`config.mk`:
```
export PLATFORM = sky130hd
export DESIGN_NAME = ex_muldiv
export DESIGN_NICKNAME = d
export VERILOG_FILES = /design/src/rtl/ex_muldiv.sv
export SDC_FILE = /design/constraint.sdc
export NUM_CORES = 1
export LEC_CHECK = 0
export ABC_AREA = 1
export CAP_MARGIN = 10
export CORE_MARGIN = 5
export CORE_UTILIZATION = 49
export CTS_CLUSTER_SIZE = 16
export DETAILED_ROUTE_END_ITERATION = 10
export GPL_TIMING_DRIVEN = 0
export PLACE_DENSITY = 0.66
export SYNTH_ARGS = -nofsm -noshare
export SYNTH_HDL_FRONTEND = slang
export SYNTH_SLANG_ARGS = --single-unit
export TNS_END_PERCENT = 20
```
`constraint.sdc`:
```
create_clock -name clk -period 3.4 [get_ports clk]
set_input_delay 0.68 -clock clk [delete_from_list [all_inputs] [get_ports clk]]
set_output_delay 0.68 -clock clk [all_outputs]
set_load 0.005 [all_outputs]
```
`src/rtl/ex_muldiv.sv`:
```
// Iterative RV32M multiply/divide unit: one bit per cycle, 32 CALC cycles plus one DONE cycle.
// Divide-by-zero and signed overflow skip CALC and complete in the cycle after accept.
module ex_muldiv (
    input  logic        clk,
    input  logic        rst_n,
    input  logic        valid_i,
    input  logic [4:0]  rd_i,
    input  logic [31:0] rs1_data_i,
    input  logic [31:0] rs2_data_i,
    input  logic [6:0]  opcode_i,
    input  logic [2:0]  funct3_i,
    input  logic [6:0]  funct7_i,
    input  logic        flush_i,
    output logic        stall_o,
    output logic        valid_o,
    output logic [4:0]  rd_o,
    output logic [31:0] result_o
);

    typedef enum logic [1:0] {IDLE, CALC, DONE} state_t;

    state_t      state_q, state_d;
    logic [5:0]  cnt_q;
    logic [31:0] hi_q, lo_q, b_q;
    logic [2:0]  f3_q;
    logic [4:0]  rd_q, rd_last_q;
    logic [31:0] res_q;
    logic        neg_q, spec_q;

    // ---------------- accept and operand decode ----------------
    logic        accept;
    logic        is_div, a_signed, b_signed, a_neg, b_neg, neg_in;
    logic [31:0] a_mag, b_mag;
    logic        div_zero, div_ovf, special;
    logic [31:0] spec_val;

    assign accept = rst_n && (state_q == IDLE) && valid_i && !flush_i &&
                    (opcode_i == 7'b0110011) && (funct7_i == 7'b0000001);

    assign is_div   = funct3_i[2];
    assign a_signed = is_div ? !funct3_i[0]
                             : ((funct3_i[1:0] == 2'b01) || (funct3_i[1:0] == 2'b10));
    assign b_signed = is_div ? !funct3_i[0] : (funct3_i[1:0] == 2'b01);
    assign a_neg    = a_signed && rs1_data_i[31];
    assign b_neg    = b_signed && rs2_data_i[31];
    assign a_mag    = a_neg ? (32'd0 - rs1_data_i) : rs1_data_i;
    assign b_mag    = b_neg ? (32'd0 - rs2_data_i) : rs2_data_i;
    // Remainder follows the dividend; everything else follows the product/quotient sign
    assign neg_in   = (is_div && funct3_i[1]) ? a_neg : (a_neg ^ b_neg);

    assign div_zero = is_div && (rs2_data_i == 32'd0);
    assign div_ovf  = is_div && !funct3_i[0] && (rs1_data_i == 32'h8000_0000) &&
                      (rs2_data_i == 32'hFFFF_FFFF);
    assign special  = div_zero || div_ovf;

    always_comb begin
        spec_val = 32'd0;
        if (div_zero)
            spec_val = funct3_i[1] ? rs1_data_i : 32'hFFFF_FFFF;
        else if (div_ovf)
            spec_val = funct3_i[1] ? 32'd0 : 32'h8000_0000;
    end

    // ---------------- iteration step ----------------
    // Multiply: {hi,lo} shifts right, lo holds the remaining multiplier bits.
    // Divide: restoring, hi is the partial remainder, lo shifts dividend out / quotient in.
    logic [32:0] mul_sum;
    logic [32:0] div_sh;
    logic [33:0] div_diff;
    logic [31:0] hi_step, lo_step;

    assign mul_sum  = {1'b0, hi_q} + (lo_q[0] ? {1'b0, b_q} : 33'd0);
    assign div_sh   = {hi_q, lo_q[31]};
    assign div_diff = {1'b0, div_sh} - {2'b00, b_q};

    always_comb begin
        hi_step = mul_sum[32:1];
        lo_step = {mul_sum[0], lo_q[31:1]};
        if (f3_q[2]) begin
            if (!div_diff[33]) begin
                hi_step = div_diff[31:0];
                lo_step = {lo_q[30:0], 1'b1};
            end else begin
                hi_step = div_sh[31:0];
                lo_step = {lo_q[30:0], 1'b0};
            end
        end
    end

    // ---------------- final result (sign applied in DONE) ----------------
    logic [63:0] prod, prod_s;
    logic [31:0] quot_s, rem_s, final_res;

    assign prod   = {hi_q, lo_q};
    assign prod_s = neg_q ? (64'd0 - prod) : prod;
    assign quot_s = neg_q ? (32'd0 - lo_q) : lo_q;
    assign rem_s  = neg_q ? (32'd0 - hi_q) : hi_q;

    always_comb begin
        final_res = 32'd0;
        if (spec_q)
            final_res = lo_q;
        else begin
            case (f3_q)
                3'b000:                 final_res = prod_s[31:0];
                3'b001, 3'b010, 3'b011: final_res = prod_s[63:32];
                3'b100, 3'b101:         final_res = quot_s;
                default:                final_res = rem_s;
            endcase
        end
    end

    // ---------------- FSM ----------------
    always_ff @(posedge clk or negedge rst_n) begin
        if (!rst_n) state_q <= IDLE;
        else        state_q <= state_d;
    end

    always_comb begin
        state_d = state_q;
        case (state_q)
            IDLE: if (accept) state_d = special ? DONE : CALC;
            CALC: begin
                if (flush_i)               state_d = IDLE;
                else if (cnt_q == 6'd31)   state_d = DONE;
            end
            DONE:    state_d = IDLE;
            default: state_d = IDLE;
        endcase
    end

    // ---------------- datapath ----------------
    always_ff @(posedge clk or negedge rst_n) begin
        if (!rst_n) begin
            cnt_q     <= 6'd0;
            hi_q      <= 32'd0;
            lo_q      <= 32'd0;
            b_q       <= 32'd0;
            f3_q      <= 3'd0;
            rd_q      <= 5'd0;
            rd_last_q <= 5'd0;
            res_q     <= 32'd0;
            neg_q     <= 1'b0;
            spec_q    <= 1'b0;
        end else begin
            case (state_q)
                IDLE: if (accept) begin
                    cnt_q  <= 6'd0;
                    hi_q   <= 32'd0;
                    lo_q   <= special ? spec_val : a_mag;
                    b_q    <= b_mag;
                    f3_q   <= funct3_i;
                    rd_q   <= rd_i;
                    neg_q  <= neg_in;
                    spec_q <= special;
                end
                CALC: begin
                    cnt_q <= cnt_q + 6'd1;
                    hi_q  <= hi_step;
                    lo_q  <= lo_step;
                end
                DONE: begin
                    res_q     <= final_res;
                    rd_last_q <= rd_q;
                end
                default: ;
            endcase
        end
    end

    assign valid_o  = (state_q == DONE);
    assign stall_o  = accept || (state_q == CALC);
    assign result_o = valid_o ? final_res : res_q;
    assign rd_o     = valid_o ? rd_q : rd_last_q;

endmodule

```
# Yosys cells after proc, flatten, opt, wreduce, memory -nomap -nowiden

Cells that the tools add are included.

Register bits after elaboration: 151
Input port bits: 90
Output and inout port bits: 39
Word-level logic and storage cells: 95

Add/sub/neg operators: 8
Equal/unequal tests: 16
Muxes and demuxes: 33
Bitwise operators: 1
Reduce and logical (&&, ||, !) cells: 26

Operator list:

| operator                                                               | count |
|---|---|
| 32-bit 2-to-1 mux                                                      | 17 |
| 32-bit case mux with 2 select lines                                    | 2 |
| 1-bit by 32-bit subtractor with 32-bit output (first input constant)   | 4 |
| 32-bit case mux with 3 select lines                                    | 1 |
| 32-bit equality test (second input constant)                           | 2 |
| 64-bit 2-to-1 mux                                                      | 1 |
| 1-bit by 64-bit subtractor with 64-bit output (first input constant)   | 1 |
| 33-bit by 32-bit subtractor with 34-bit output                         | 1 |
| 32-bit by 32-bit adder with 33-bit output                              | 1 |
| 32-bit zero test                                                       | 1 |
| 1-bit logical AND                                                      | 12 |
| 6-bit case mux with 2 select lines                                     | 1 |
| 2-bit 2-to-1 mux                                                       | 4 |
| 7-bit by 1-bit equality test with 1-bit output (second input constant) | 1 |
| 7-bit by 6-bit equality test with 1-bit output (second input constant) | 1 |
| 6-bit by 1-bit adder with 6-bit output (second input constant)         | 1 |
| 3-bit by 2-bit equality test with 1-bit output (second input constant) | 2 |
| 3-bit equality test (second input constant)                            | 2 |
| 6-bit by 5-bit equality test with 1-bit output (second input constant) | 1 |
| 6-bit 2-to-1 mux                                                       | 1 |
| 2-bit AND reduction                                                    | 3 |
| 5-bit 2-to-1 mux                                                       | 1 |
| 2-bit by 1-bit equality test with 1-bit output (second input constant) | 2 |
| 2-bit equality test (second input constant)                            | 2 |
| other kinds (13)                                                       | 19 |

# Depth between registers and ports, before layout

Word-level depth: 9
Depth in mapped cells: 20
Gate-level depth less buffers: 18

# Least setup slack after synthesis

OpenSTA, ideal clock, no wires.

Path kind: reg-to-output
Start: register lo_q[0]
End: output result_o[0]
Arrival: 1.839 ns
Required time: 2.720 ns
Path slack: 0.881 ns
Cell stages (with the launch flop): 12
Path buffers: 1
Path through: dfrtp_1 > buf_2 > inv_1 > ha_1 > nand3_2 > nor2_4 > nand3_2 > o21ai_4 > nand2_2 > nand2_1 > o211ai_1 > a21oi_1

Word-level cells in the longest chain between the ends: 5
Elaborated cells between the ends (all ways): 7
Those cells by class: 2 x add/sub; 5 x mux

RTL lines:

| item                                                                                                                  | line   | source |
|---|---|---|
| start, declared                                                                                                       | 24     | `logic [31:0] hi_q, lo_q, b_q;` |
| start signal, assigned                                                                                                | 150    | `lo_q <= special ? spec_val : a_mag;` |
| start signal, assigned                                                                                                | 160    | `lo_q <= lo_step;` |
| 1-bit by 64-bit subtractor with 64-bit output / 1-bit by 32-bit subtractor with 32-bit output (equally long branches) | 95, 96 |  |
| 64-bit 2-to-1 mux / 32-bit 2-to-1 mux (equally long branches)                                                         | 95, 96 |  |
| 32-bit case mux with 3 select lines                                                                                   | 104    | `case (f3_q)` |
| 32-bit 2-to-1 mux *                                                                                                   | 101    | `if (spec_q)` |
| 32-bit 2-to-1 mux *                                                                                                   | -      |  |
| end, declared                                                                                                         | 17     | `output logic [31:0] result_o` |

Every way passes the cells marked *; elsewhere a longest branch is shown, timed or not.

# Final worst setup path

Start: register lo_q[6]
End: output result_o[25]

Word-level cells in the longest chain between the ends: 5
Elaborated cells between the ends (all ways): 7
Those cells by class: 2 x add/sub; 5 x mux

RTL lines:

| item                                                                                                                  | line |
|---|---|
| 1-bit by 64-bit subtractor with 64-bit output / 1-bit by 32-bit subtractor with 32-bit output (equally long branches) | 95, 96 |
| 64-bit 2-to-1 mux / 32-bit 2-to-1 mux (equally long branches)                                                         | 95, 96 |
| 32-bit case mux with 3 select lines *                                                                                 | 104 |
| 32-bit 2-to-1 mux *                                                                                                   | 101 |
| 32-bit 2-to-1 mux *                                                                                                   | - |

Marked as above.

==> run metrics <==
DRC viols=0; endpoints failing hold=0; final setup violation count=8; post-synth cell types=a little under 60; Tot GR Track Use=0.384; Top FF cell, synth=dfrtp_1; FP Rows=71; RSZ-0062 raised after global routing=yes; Initial Util=0.492; Slowest-stage cell, CP=dfrtp_2; clock latency on the worst-skew pair=~460 ps; fmax=around 290 MHz; Area growth syn-to-layout=22.6%; number of global-route vias before repair=approximately 22000; DPL Wire Length=~66000 um; Nets=between 3000 and 4000; Clock Tree Buf Depth=2; Port Buffer Count=around 130; Layout Cells excl Fill=~4100; Hold-fix buffers, CTS=0; vias=approximately 23000; Max FO, Critical Path=6; core area=between 0.03 and 0.04 mm2; worst vdd ir=~0.25 mV; GP Congestion=~1.1; Worst-path clk slew=around 70 ps; ANT cells=0; min Tclk post-route=around 3500 ps; cts bufs inserted=17; highest cell delay on the worst timing path=roughly 460 ps; crit path kind=reg2out; setup slack after layout=-80.6 ps; Die W=about 200 um; Worst setup SP type=flop; Via-to-Cell Ratio=5.78; # fillers=~3800; register area=between 0.003 and 0.004 mm2; die height=~200 um; first-pass GRT wire length=roughly 120000 um; Yosys reg bits=about 150; sequential-to-total area share from yosys stat=0.205; CP delay by family, top=simple AND/OR/NAND/NOR gates; CTS root buf=clkbuf_16; initial antenna violation count=0; slew margin rel.=0.281; Syn Nets=3460; largest net degree at the start of global routing=59; DIE AREA=around 0.042 mm2; Max Cap Viol=0; TritonCTS clock tree=done; Tot Pwr=between 4 and 5 mW; Top Ports=roughly 130; antenna viol nets, final=0; CP required=about 2700 ps; # clock sinks=151; DR WL/cell=~20 um; Buffers & Inverters on Critical Path=3; CP endpoint kind=output pin; layout cells sized above 1=0.134; async set-reset flop share out of synthesis=1.00; DRT iter0 DRCs=~2600; Final Slew Violations=0; Synth Area per Inst=roughly 5.6 um2; Worst Tran Pin Value=1070 ps; Pwr Density=between 150 and 200 mW/mm2; Synth warnings=0; Mapped Area=roughly 0.018 mm2; most common cell after layout, fill and taps aside=nand2_1; most frequent cells in the layout=nand2_1, inv_1, nor2_1; CP arrival=2800 ps; placed cells=3936; crit-path cells=nor2_2 -> nand2_2 -> nor2_4 -> nand2_4 -> o21ai_4 -> buf_4 -> buf_4 -> nand3_2 -> a21oi_1 -> o21ai_1 -> nand2_1 -> nand2_1 -> nand2_2 -> dlygate4sd2_1; total wire length=82500 um; Multi-input gate area=around 0.013 mm2; Post-synth EDFFs=0; Mapped Cells=3297; violated checks=negative setup slack; drt pass-1 iters=6; hold crit path type=in2async; leakage power=12.2 nW; Period Utilization, post-route=1.02; remaining global-route overflow=0; clock skew=approximately 15 ps; CTS H-tree lvls=4; status=finished, violations left
synthesized netlist by cell type, types with 4 or more instances:
| library cell | instances | area [um2] |
|---|---|---|
| dfrtp_1 | 151 | 3780 |
| ha_1 | 71 | 888 |
| nand2_1 | 1083 | 4070 |
| nand2_2 | 7 | 43.8 |
| nor2_1 | 435 | 1630 |
| o21ai_2 | 4 | 35.0 |
| a31oi_1 | 6 | 37.5 |
| buf_2 | 30 | 150 |
| o21ai_0 | 180 | 901 |
| buf_6 | 7 | 78.8 |
| nand3_1 | 274 | 1370 |
| o21ai_1 | 39 | 195 |
| nor3_1 | 40 | 200 |
| nand3b_1 | 16 | 120 |
| buf_1 | 8 | 30.0 |
| a21oi_1 | 216 | 1080 |
| xor2_1 | 53 | 464 |
| buf_4 | 4 | 30.0 |
| inv_1 | 411 | 1540 |
| a21oi_2 | 13 | 114 |
| clkbuf_1 | 58 | 218 |
| nor4_1 | 5 | 31.3 |
| nand4_1 | 62 | 388 |
| nor2_4 | 8 | 90.1 |
| inv_2 | 13 | 48.8 |
| o21bai_1 | 11 | 82.6 |
| xnor2_1 | 9 | 78.8 |
| nor2_2 | 14 | 87.6 |
| nand3_2 | 9 | 90.1 |
| o211ai_1 | 5 | 37.5 |
| or2_2 | 6 | 37.5 |
| o22ai_1 | 5 | 31.3 |
power breakdown:
| part | switching [mW] | internal, mW |
|---|---|---|
| logic | 0.348 | 0.236 |
| registers | 0.00620 | 1.80 |
| clock network | 0.882 | 1.05 |
| total | 1.24 | 3.08 |
worst register-to-register path, cell delays in order (launching register included):
cell	delay [ps]
dfrtp_1	360
buf_8	120
buf_4	160
buf_2	280
nand2_1	100
inv_1	70
ha_1	260
inv_1	80
fa_1	490
inv_1	90
nand4_1	100
nand2_1	150
nand2_1	90
nand2_1	160
a21oi_1	160
or2_2	310
nand3_1	90
nand3_1	90
nand2_1	90
final cells by class:
cell class | count | share of cell area
Multi-Input combinational cell | 2610 | 0.584
Sequential cell | 151 | 0.170
Timing Repair Buffer | 226 | 0.0924
Inverter | 429 | 0.0738
Tap cell | 511 | 0.0283
Buffer | 100 | 0.0252
Clock buffer | 18 | 0.0195
Clock inverter | 13 | 0.00621
path summary, 6_finish.rpt:
check	startpoint	endpoint	slack (ps)	cells after the start
worst max-delay path	lo_q[6]$_DFFE_PN0P_	result_o[25]	-80	14
worst min-delay path	rst_n	hi_q[29]$_DFFE_PN0P_	70	1
worst max register to register	lo_q[0]$_DFFE_PN0P_	hi_q[17]$_DFFE_PN0P_	70	18
worst min register to register	res_q[14]$_DFF_PN0_	res_q[14]$_DFF_PN0_	470	2
max in group asynchronous	rst_n	hi_q[27]$_DFFE_PN0P_	2510	2
min in group clk	res_q[14]$_DFF_PN0_	res_q[14]$_DFF_PN0_	470	2
logic make-up after synthesis:
group,Yosys count,share of synthesized area
flip-flops,151,0.205
XOR/XNOR,62,0.0295
adder cells (fa/ha/maj),73,0.0505
AND/OR/NAND/NOR,1979,0.454
buffers and inverters,536,0.115
AO/OA/AOI/OAI,496,0.145
flip-flops by register name, summed over array words and instances (netlist names):
signal     count
rd_last_q      5
state_q        2
spec_q         1
hi_q          32
b_q           32
rd_q           5
neg_q          1
f3_q           3
lo_q          32
res_q         32
cnt_q          6
metrics by stage:
| stage | setup WS, ps | hold slack, ps | area, um2 | setup TNS [ps] | utilization |
|---|---|---|---|---|---|
| after floorplan | 881 | 384 | 18400 | 0 | - |
| after global placement | -5760 | 453 | 20300 | -1237050 | 0.543 |
| after detailed placement | -860 | 455 | 20300 | -6910 | 0.544 |
| after CTS | -200 | 111 | 21800 | -1290 | 0.582 |
| after global routing | -182 | 92.5 | 22600 | -2010 | 0.603 |
| final | -80.6 | 65.0 | 22600 | -392 | 0.603 |
metal layers:
layer  track usage  part of all wire  wire length [um]  vias to the layer above
met1         0.549              0.42             34700                    10764
li1              -                 -                 -                    11070
met2         0.562              0.41             34200                     1381
met5             0                 0                 0                        -
met3        0.0809              0.12              9640                      221
met4         0.163             0.048              3970                        0
repair_timing:
| action | CTS | global route |
|---|---|---|
| endpoints found under the hold margin | 0 | 0 |
| setup buffers | 32 | 65 |
| gates resized for setup | 268 | 113 |
| gates cloned | 1 | 0 |
| setup endpoints to repair | 51 | 38 |
| pin swaps | 35 | 44 |
Note: power is estimated with default switching activity, not from simulation.
